**src/rtl/ram_arb_pkg.sv**
```systemverilog
// Shared encodings for the two-requester RAM arbiter: FSM states, grant codes
// and the winner-selection rule used at arbitration time.
package ram_arb_pkg;

    typedef enum logic [1:0] {
        IDLE = 2'd0,
        ADDR = 2'd1,
        DATA = 2'd2,
        ACK  = 2'd3
    } state_t;

    typedef enum logic {
        GNT_CPU = 1'b0,
        GNT_PRG = 1'b1
    } gnt_t;

    localparam int NUM_REQ      = 2;
    localparam int STARVE_CTR_W = 4;

    // CPU has priority unless the loader is alone or has been starved long enough.
    function automatic gnt_t pick_winner(input logic cpu_req, input logic prg_req,
                                         input logic force_prg);
        if (prg_req && (!cpu_req || force_prg)) begin
            return GNT_PRG;
        end
        return GNT_CPU;
    endfunction

endpackage

```
**src/rtl/ram_arb_starve_ctr.sv**
```systemverilog
// Saturating count of arbitrations the program loader lost to the CPU; only
// built when RAM_ARB_FAIRNESS_EN is defined.
module ram_arb_starve_ctr
    import ram_arb_pkg::*;
#(
    parameter int STARVE_LIMIT = 4
) (
    input  logic clk,
    input  logic rst,
    input  logic grant_valid,
    input  logic grant_prg,
    input  logic prg_req,
    output logic force_prg
);

    localparam logic [STARVE_CTR_W-1:0] LIMIT = STARVE_CTR_W'(STARVE_LIMIT);

    logic [STARVE_CTR_W-1:0] cnt_reg;
    logic [STARVE_CTR_W-1:0] cnt_next;

    always_comb begin
        cnt_next = cnt_reg;
        if (grant_valid) begin
            if (grant_prg) begin
                cnt_next = '0;
            end else if (prg_req && (cnt_reg != LIMIT)) begin
                cnt_next = cnt_reg + STARVE_CTR_W'(1);
            end
        end
    end

    always_ff @(posedge clk) begin
        if (rst) begin
            cnt_reg <= '0;
        end else begin
            cnt_reg <= cnt_next;
        end
    end

    assign force_prg = (cnt_reg == LIMIT);

endmodule

```
**src/rtl/ram_arbiter.sv**
```systemverilog
// Arbitrates CPU and program-loader access to a single-port async RAM with a
// four-cycle IDLE/ADDR/DATA/ACK handshake. RAM_ARB_FAIRNESS_EN adds anti-starvation.
module ram_arbiter
    import ram_arb_pkg::*;
#(
    parameter int ADDR_W       = 4,
    parameter int DATA_W       = 8,
    parameter int STARVE_LIMIT = 4
) (
    input  logic              clk,
    input  logic              rst,
    input  logic              cpu_req,
    input  logic              cpu_we,
    input  logic [ADDR_W-1:0] cpu_addr,
    input  logic [DATA_W-1:0] cpu_wdata,
    output logic              cpu_ack,
    output logic [DATA_W-1:0] cpu_rdata,
    input  logic              prg_req,
    input  logic              prg_we,
    input  logic [ADDR_W-1:0] prg_addr,
    input  logic [DATA_W-1:0] prg_wdata,
    output logic              prg_ack,
    output logic [DATA_W-1:0] prg_rdata,
    output logic [ADDR_W-1:0] ram_addr,
    output logic [DATA_W-1:0] ram_wdata,
    output logic              ram_ce_n,
    output logic              ram_we_n,
    input  logic [DATA_W-1:0] ram_rdata,
    output logic              busy
);

    if (STARVE_LIMIT < 1 || STARVE_LIMIT > 15) begin : g_bad_starve_limit
        $error("ram_arbiter: STARVE_LIMIT must be within 1..15");
    end

    state_t state_reg;
    state_t state_next;
    gnt_t   gnt_reg;
    gnt_t   gnt_next;

    logic              we_reg;
    logic [ADDR_W-1:0] addr_reg;
    logic [DATA_W-1:0] wdata_reg;

    logic [NUM_REQ-1:0] req_vec;
    logic [NUM_REQ-1:0] we_vec;
    logic [ADDR_W-1:0]  addr_vec  [NUM_REQ];
    logic [DATA_W-1:0]  wdata_vec [NUM_REQ];
    logic [DATA_W-1:0]  rdata_reg [NUM_REQ];
    logic [NUM_REQ-1:0] gnt_onehot;
    logic [NUM_REQ-1:0] ack_vec;

    logic arb_fire;
    logic force_prg;

    // Requester ports gathered into vectors indexed by grant code.
    assign req_vec      = {prg_req, cpu_req};
    assign we_vec       = {prg_we, cpu_we};
    assign addr_vec[0]  = cpu_addr;
    assign addr_vec[1]  = prg_addr;
    assign wdata_vec[0] = cpu_wdata;
    assign wdata_vec[1] = prg_wdata;

    assign arb_fire = (state_reg == IDLE) && (|req_vec);
    assign gnt_next = pick_winner(cpu_req, prg_req, force_prg);

`ifdef RAM_ARB_FAIRNESS_EN
    ram_arb_starve_ctr #(
        .STARVE_LIMIT (STARVE_LIMIT)
    ) u_starve_ctr (
        .clk         (clk),
        .rst         (rst),
        .grant_valid (arb_fire),
        .grant_prg   (gnt_next == GNT_PRG),
        .prg_req     (prg_req),
        .force_prg   (force_prg)
    );
`else
    assign force_prg = 1'b0;
`endif

    always_ff @(posedge clk) begin
        if (rst) begin
            state_reg <= IDLE;
        end else begin
            state_reg <= state_next;
        end
    end

    always_comb begin
        state_next = state_reg;
        case (state_reg)
            IDLE:    if (|req_vec) state_next = ADDR;
            ADDR:    state_next = DATA;
            DATA:    state_next = ACK;
            ACK:     state_next = IDLE;
            default: state_next = IDLE;
        endcase
    end

    // The winner's request is frozen here so later input changes cannot disturb the cycle.
    always_ff @(posedge clk) begin
        if (rst) begin
            gnt_reg   <= GNT_CPU;
            we_reg    <= 1'b0;
            addr_reg  <= '0;
            wdata_reg <= '0;
        end else if (arb_fire) begin
            gnt_reg   <= gnt_next;
            we_reg    <= we_vec[gnt_next];
            addr_reg  <= addr_vec[gnt_next];
            wdata_reg <= wdata_vec[gnt_next];
        end
    end

    always_comb begin
        gnt_onehot = (gnt_reg == GNT_PRG) ? 2'b10 : 2'b01;
        ack_vec    = '0;
        ram_ce_n   = 1'b1;
        ram_we_n   = 1'b1;
        busy       = (state_reg != IDLE);
        if (state_reg == DATA) begin
            ram_ce_n = 1'b0;
            ram_we_n = ~we_reg;
        end
        if (state_reg == ACK) begin
            ack_vec = gnt_onehot;
        end
    end

    genvar gi;
    generate
        for (gi = 0; gi < NUM_REQ; gi++) begin : g_rdata
            // Read data is captured at the end of DATA and held until this requester's next read.
            always_ff @(posedge clk) begin
                if (rst) begin
                    rdata_reg[gi] <= '0;
                end else if ((state_reg == DATA) && !we_reg && gnt_onehot[gi]) begin
                    rdata_reg[gi] <= ram_rdata;
                end
            end
        end
    endgenerate

    assign cpu_ack   = ack_vec[0];
    assign prg_ack   = ack_vec[1];
    assign cpu_rdata = rdata_reg[0];
    assign prg_rdata = rdata_reg[1];
    assign ram_addr  = addr_reg;
    assign ram_wdata = wdata_reg;

endmodule
```
**config.mk**
```make
export PLATFORM = sky130hd
export DESIGN_NAME = ram_arbiter
export DESIGN_NICKNAME = d
export VERILOG_FILES = /design/src/rtl/ram_arb_pkg.sv /design/src/rtl/ram_arb_starve_ctr.sv /design/src/rtl/ram_arbiter.sv
export SDC_FILE = /design/constraint.sdc
export NUM_CORES = 1
export LEC_CHECK = 0
export CORE_UTILIZATION = 44
export CTS_BUF_LIST = sky130_fd_sc_hd__clkbuf_4
export DETAILED_ROUTE_END_ITERATION = 10
export PLACE_DENSITY_LB_ADDON = 0.12
export SLEW_MARGIN = 10
export SYNTH_ARGS = -nofsm -noshare
export SYNTH_HDL_FRONTEND = slang
export SYNTH_SLANG_ARGS = --single-unit
```
**constraint.sdc**
```tcl
create_clock -name clk -period 2.5 [get_ports clk]
set_clock_uncertainty 0.15 [all_clocks]
set_input_delay 0.25 -clock clk [delete_from_list [all_inputs] [get_ports clk]]
set_output_delay 0.25 -clock clk [all_outputs]
set_load 0.02 [all_outputs]
```
# --- Yosys cells after proc, flatten, opt, wreduce, memory -nomap -nowiden ---
# Memory sizes are Yosys's and may differ from the RTL's.
# Index checks and enable logic that the tools add are counted.
totals:
  word_cells: 53
  memories: 1
  ram_bits: 16
  out_inout_bits: 33
  reg_bits: 16
  in_bits: 38
mem_list:
  columns: ["name", "words", "word_bits", "read_ports", "rd_ports_with_merged_regs", "write_ports", "line_no", "text"]
  rows:
  - ["rdata_reg", 2, 8, 2, 0, 2, "ram_arbiter.sv:49", "logic [DATA_W-1:0] rdata_reg [NUM_REQ];"]
classes:
  bitwise_logic: 4
  muxes: 27
  magnitude_cmp: 2
  n_reduce_logical: 10
  n_eq_ne: 4
ops:
  columns: ["cell", "n"]
  rows:
  - ["two-way mux 8 bit", 5]
  - ["two-way mux 1 bit", 15]
  - ["two-way mux 4 bit", 3]
  - ["one-hot mux 2 bit (4 select lines)", 1]
  - ["two-way mux 2 bit", 3]
  - ["logical AND 1 bit", 5]
  - ["== test 2 bit (second input constant)", 2]
  - ["== test 2 x 1 -> 1 bit (second input constant)", 1]
  - [">= comparator 2 bit (second input constant)", 1]
  - ["zero test 1 bit", 2]
  - ["zero test 2 bit", 1]
  - ["< comparator 1 x 2 -> 1 bit (second input constant)", 1]
  - ["!= test 2 x 1 -> 1 bit (second input constant)", 1]
  - ["inverter 1 -> 2 bit", 1]
  - ["bitwise OR 1 bit", 2]
  - ["nonzero test 2 bit", 1]
  - ["OR reduction 2 bit", 1]
  - ["inverter 1 bit", 1]

# --- Depth between registers and ports, before layout ---
# Gate-level depths: netlist of run 1.
depth:
  word_depth: 8
  depth_mapped: 7
  mapped_depth_nobuf: 5

# --- Worst setup path before layout of run 1 ---
# No wires, ideal clock.
synth_timing:
  kind: "reg2reg"
  startpoint: "reg state_reg[0]"
  endpoint: "mem rdata_reg[0][0], enable pin"
  t_arrival_ns: 1.114
  path_buffers: 0
  setup_time_ns: 0.271
  path_stages_with_launch: 5
  t_required_ns: 2.079
  path_slack_ns: 0.965
  period_less_slack_ns: 1.535
  cell_sequence: "dfxtp_1 -> inv_1 -> ha_1 -> nor3b_1 -> or2_2"
synth_lines:
  columns: ["element", "line_no", "text"]
  rows:
  - ["from (decl)", "ram_arbiter.sv:36", "state_t state_reg;"]
  - ["from (signal assigned)", "ram_arbiter.sv:86", "state_reg <= state_next;"]
  - ["to (decl)", "ram_arbiter.sv:49", null]

# --- Worst setup path in the final report of run 1 ---
layout_timing:
  startpoint: "reg state_reg[0]"
  endpoint: "out ram_we_n"
layout_between:
  elab_chain_cells: 2
layout_lines:
  columns: ["element", "line_no", "text"]
  rows:
  - ["== test 2 bit", "ram_arbiter.sv:122", "if (state_reg == DATA) begin"]
  - ["two-way mux 1 bit", "ram_arbiter.sv:122", null]
  - ["to (decl)", "ram_arbiter.sv:27", "output logic ram_we_n,"]
# No other way between the ends.

==> results of run 1 <==
-- cell type report --
cell class	count	area share
flip-flops and latches	32	0.366
repair buffers	72	0.327
multi-input cells	92	0.251
well taps	44	0.0252
clock buffers	6	0.0206
inverters	4	0.00686
clock inverters	2	0.00343
-- worst max-delay path: stages, from the launching register on --
cell and delay [ns]:
dfxtp_1 0.36, inv_1 0.09, ha_1 0.25, nand2_1 0.08, clkdlybuf4s50_1 0.59
-- logic make-up after synthesis --
| kind of cell | after synthesis | synth area share |
|---|---|---|
| DFF | 32 | 0.560 |
| buffers and inverters | 11 | 0.0560 |
| and+or+nand+nor | 70 | 0.238 |
| adders and majority gates | 4 | 0.0350 |
| muxes | 1 | 0.00701 |
| AOI/OAI and AO/OA | 17 | 0.103 |
-- per-layer routing --
metal / vias up / share of wire / track usage
li1: 607 / - / -
met1: 558 / 0.40 / 0.206
met2: 53 / 0.51 / 0.325
met3: 2 / 0.079 / 0.0852
met4: 0 / 0.0078 / 0.0714
met5: - / 0 / 0
-- how the worst max path moves through the flow --
stage / startpoint / to / slack, ns / cells after the start
global placement: cpu_req / ram_wdata[6] / 0.75 / 4
global route: state_reg[0] / ram_we_n / 0.33 / 4
CTS: state_reg[0] / ram_we_n / 0.39 / 4
finish: state_reg[0] / ram_we_n / 0.42 / 4
floorplan: state_reg[0] / rdata_reg[0][0] / 0.96 / 4
detailed placement: cpu_req / ram_wdata[0] / 0.70 / 4
-- power by group --
group	internal [mW]	leakage [nW]	total (mW)	switching, mW
logic	0.405	0.522	0.839	0.435
registers	0.690	0.299	0.762	0.0720
clock network	0.115	0.0307	0.275	0.160
total	1.21	0.852	1.88	0.667
-- per-stage QoR --
stage                     utilization  power, mW  hold WS, ns
after CTS                       0.711       1.90        0.340
final                           0.711       1.88        0.352
after global placement          0.693       1.59        0.336
after detailed placement        0.693       1.62        0.344
after floorplan                     -       1.30        0.196
after global routing            0.711       2.00        0.339
-- cell usage after synthesis (2+ instances only) --
cell / n
dfxtp_1: 16
a311oi_1: 12
nor2_1: 16
edfxtp_1: 16
buf_4: 2
clkbuf_1: 2
ha_1: 4
a211oi_1: 2
and2_1: 17
buf_6: 2
inv_1: 4
nand2_1: 27
==> qor.csv, run 1 <==
stage,metric,value,unit
floorplan,rows,20,
cells_and_area,register_area,801,um^2
critical_path,ff2ff_path_depth,4,
global_routing,grt-ovfl-total,0,
critical_path,crit_fanout,5,
drt,wl,3060,um
sta,fmaxAchievable,0.480,GHz
clock_tree,cts_buffer_depth,2,
synthesis,synth_largest_area_cell,edfxtp_1,
clock_tree,post_cts_buffers,0,
cells_and_area,largest_reg_flops,16,
drt,drt-wirelength-per-cell,12.1,um
clock_tree,cts-resized-gates,0,
cells_and_area,multiInputGateArea,548,um^2
cells_and_area,mostFrequentLayoutCell,clkdlybuf4s50_1,
clock_tree,htreeDepth,2,
clock_tree,holdBufCountCts,0,
critical_path,cp_data_arrival_time,1.68,ns
critical_path,crit_required,2.10,ns
synthesis,synth_area,0.00143,mm^2
clock_tree,cts_tree,yes,
cells_and_area,fin_area,0.00219,mm^2
critical_path,r2r-start,state_reg[0],
critical_path,r2r_setup_slack,0.83,ns
floorplan,start_util,0.464,
synthesis,synth-edff-count,16,
clock_tree,clockRootBuffer,clkbuf_4,
sta,slew_viol_final,0,
drt,route.detailed.drc,0,
sta,relSlewSlack,0.739,
power,power.density,858,mW/mm^2
clock_tree,clock_latency,0.31,ns
run_status,status,"finished, final reports clean",
drt,drt_pass1_iterations,4,
clock_tree,numCtsBuffers,5,
hold_path,min_to,ram_addr[3],
power,leakagePower,0.852,nW
drt,drt_iter0_drc,35,
clock_tree,clk_pin_slew,0.09,ns
drt,vias,1220,
cells_and_area,nFillCells,241,
sta,setup_violations,0,
global_routing,grt_start_max_net_pins,27,
global_routing,antenna_found_initial,0,
critical_path,cp-start-kind,flop,
sta,rsz0062_at_grt,false,
critical_path,end_kind,output pin,
critical_path,path_class,reg -> out,
synthesis,ys_dominant_reg_cell,edfxtp_1,
sta,period_minus_slack,2.08,ns
global_routing,grt_pass1_wl,4820,um
synthesis,synthArstFlopShare,0,
cells_and_area,final-instance-count-excl-fill,252,
placement,place.detailed.hpwl,2340,um
floorplan,die_area,0.00348,mm^2
synthesis,synth_top_area_share,0.336,
synthesis,synthCells,135,
cells_and_area,final_nets,249,
sta,tightestPinTransition,0.390,ns
sta,setup_slack,0.418,ns
power,ir_worst_vdd,0.000590,V
placement,numPortBuffers,70,
placement,dpl.cell_count,244,
drt,ant_nets,0,
floorplan,coreArea,0.00308,mm^2
critical_path,r2r-end,rdata_reg[0][1],
sta,tns,0,ns
sta,fin_crit_sh,0.833,
floorplan,fp.dieW,59.0,um
cells_and_area,drive_gt1_frac,0.0577,
cells_and_area,area_growth,53.1,%
synthesis,synth_area_leaders,"edfxtp_1, dfxtp_1, and2_1, a311oi_1, nand2_1",
placement,dpl_cell_area,0.00213,mm^2
floorplan,ios,71,
synthesis,yosysWarnings,0,
global_routing,grt_pass1_vias,1115,
placement,dp_slack,0.704,ns
hold_path,whs_path_depth,3,
hold_path,hp-class,in -> reg,
global_routing,grt_usage,0.190,
synthesis,synth_cell_types,27,
synthesis,syn_avg_cell_area,10.6,um^2
placement,gp_congestion,0.712,
cells_and_area,diodes,0,
floorplan,die_y,59.0,um
sta,finalHoldViolCount,0,
synthesis,synth-seq-area-share,0.560,
cells_and_area,final_cell_mix,"clkdlybuf4s50_1, nand2_1, and2_1",
synthesis,synth_seq_cells,32,
clock_tree,cts_sinks,32,
drt,via_per_inst,4.84,
flow_run,max_cap_viol_count,0,
hold_path,hold_start,prg_addr[3],
synthesis,synth_nets,177,
Note: power is estimated with default switching activity, not from simulation.
==> run 2, diff against run 1 <==
- CORE_UTILIZATION: 44 -> 37
- clock period: 2.5 -> 1.8 ns (I/O delays scaled with it)
==> run 2 against run 1 <==
Sequential share of layout area fell by 0.56 points; largest power group unchanged; critical endpoint is now ram_ce_n; critical path depth stayed put; combinational power rose by 41%; routed wire length increased by 3.8%; core utilization is 11 points lower.
==> qor.csv, run 2 (synthesized netlist as in run 1, its figures left out) <==
stage,metric,value,unit
cells_and_area,drive_gt1_frac,0.0817,
critical_path,r2r-end,rdata_reg[0][2],
critical_path,startpoint,state_reg[0],
cells_and_area,final_nets,249,
drt,drt_pass1_iterations,4,
critical_path,end_kind,output pin,
clock_tree,htreeDepth,2,
placement,gp_congestion,0.696,
critical_path,r2r_setup_slack,0.15,ns
cells_and_area,area_growth,55.7,%
power,p_int,1.82,mW
global_routing,grt-ovfl-total,0,
critical_path,slowest_stage,dfxtp_2,
clock_tree,clock_latency,0.31,ns
clock_tree,clockRootBuffer,clkbuf_4,
sta,tns,0,ns
critical_path,path_delay_family,buffers and inverters,
floorplan,start_util,0.387,
drt,route.detailed.drc,0,
sta,finalHoldViolCount,0,
sta,setup_violations,0,
clock_tree,holdBufCountCts,0,
sta,fin_crit_sh,0.930,
sta,period_minus_slack,1.67,ns
hold_path,hold_start,prg_we,
floorplan,ios,71,
critical_path,cpMostUsedCell,inv_1,
run_status,status,"finished, final reports clean",
clock_tree,cts_sinks,32,
critical_path,ff2ff_path_depth,5,
drt,vias,1224,
cells_and_area,diodes,0,
floorplan,coreArea,0.00369,mm^2
flow_run,max_cap_viol_count,0,
sta,tightestPinTransition,0.418,ns
clock_tree,cts_buffer_depth,2,
critical_path,slowest_delay,0.35,ns
global_routing,grt_start_max_net_pins,27,
power,power.density,1240,mW/mm^2
sta,rsz0062_at_grt,false,
critical_path,path_class,reg -> out,
clock_tree,cts_tree,yes,
placement,numPortBuffers,70,
sta,fmaxAchievable,0.597,GHz
power,combinationalPowerShare,0.428,
global_routing,grt_pass1_vias,1187,
floorplan,fp.dieW,64.1,um
critical_path,crit_fanout,5,
clock_tree,numCtsBuffers,5,
power,switching_power,948,uW
drt,via_per_inst,4.78,
power,p_sw_frac,0.343,
floorplan,die_y,64.1,um
sta,hold_slack,0.272,ns
clock_tree,post_cts_buffers,0,
hold_path,hp-class,in -> reg,
cells_and_area,final_cell_mix,"clkdlybuf4s50_1, nand2_1, and2_1",
floorplan,die_area,0.00411,mm^2
critical_path,cp_cell_sequence,"inv_1, ha_1, inv_1, clkdlybuf4s15_1",
sta,slew_viol_final,0,
power,leakagePower,0.878,nW
drt,wl,3180,um
cells_and_area,mostFrequentLayoutCell,clkdlybuf4s50_1,
critical_path,cp_data_arrival_time,1.34,ns
floorplan,rows,22,
hold_path,min_to,we_reg,
global_routing,grt_usage,0.164,
power,ir_worst_vdd,0.000670,V
placement,place.detailed.hpwl,2350,um
hold_path,whs_path_depth,3,
critical_path,crit_required,1.47,ns
critical_path,cp-start-kind,flop,
critical_path,worst-path-buf-inv,3,
clock_tree,clk_pin_slew,0.10,ns
power,clockPowerShare,0.188,
global_routing,grt_pass1_wl,5130,um
drt,drt_iter0_drc,34,
critical_path,r2r-start,state_reg[0],
drt,drt-wirelength-per-cell,12.4,um
power,pwr-share-seq,0.384,
global_routing,antenna_found_initial,0,
cells_and_area,largest_reg_flops,16,
drt,ant_nets,0,
sta,relSlewSlack,0.721,
==> run 2: power groups by stage <==
| stage | sequential [mW] | clock, mW | combinational, mW |
|---|---|---|---|
| global placement | 1.07 | 0 | 1.19 |
| detailed placement | 1.07 | 0 | 1.21 |
| floorplan | 1.24 | 0 | 0.560 |
| global route | 1.09 | 0.569 | 1.29 |
| finish | 1.06 | 0.520 | 1.18 |
| CTS | 1.06 | 0.531 | 1.19 |
==> run 2: cell type report <==
class                           count  area, um^2
Clock buffer                        5        37.5
Clock inverter                      3        37.5
Fill cell                         336        1460
Inverter                            4        15.0
Multi-Input combinational cell     92         557
Sequential cell                    32         802
Tap cell                           48        60.1
Timing Repair Buffer               72         716
==> run 2: metal layers <==
metal	track usage	vias up	wire length, um
li1	-	611	-
met1	0.166	568	1280
met2	0.306	41	1640
met3	0.0518	4	215
met4	0.0667	0	36
met5	0	-	0
==> run 2: timing repair <==
item / 4_1_cts / 5_1_grt
setup endpoints to repair: 5 / 20
pin swaps: 0 / 0
gates resized for setup: 5 / 9
hold endpoints to repair: 0 / 0
cloned: 0 / 0
==> run 2: stage by stage <==
| step | std cells | utilization | setup slack, ns | instance area (um^2) | power [mW] |
|---|---|---|---|---|---|
| 3_3_place_gp | 248 | 0.583 | 0.116 | 2150 | 2.25 |
| 3_5_place_dp | 248 | 0.583 | 0.0307 | 2150 | 2.28 |
| 4_1_cts | 256 | 0.602 | 0.00861 | 2220 | 2.78 |
| 5_1_grt | 256 | 0.603 | 0.0106 | 2220 | 2.95 |
| 2_1_floorplan | 135 | - | 0.265 | 1430 | 1.80 |
| 6_report | 256 | 0.603 | 0.126 | 2220 | 2.76 |
==> run 2: how the worst max path moves through the flow <==
stage / end / slack [ns] / depth (start not counted)
after floorplan: rdata_reg[0][0] / 0.26 / 4
after global placement: ram_addr[1] / 0.12 / 4
after detailed placement: ram_wdata[1] / 0.03 / 4
after CTS: ram_we_n / 0.009 / 4
after global routing: rdata_reg[1][5] / 0.01 / 5
final: ram_ce_n / 0.13 / 4
==> run 2: worst reg2reg max path, stage by stage (launching register included) <==
cell and delay [ns]:
dfxtp_2 0.35, inv_1 0.07, ha_1 0.25, nor3b_2 0.17, and2b_2 0.24, and2_1 0.17
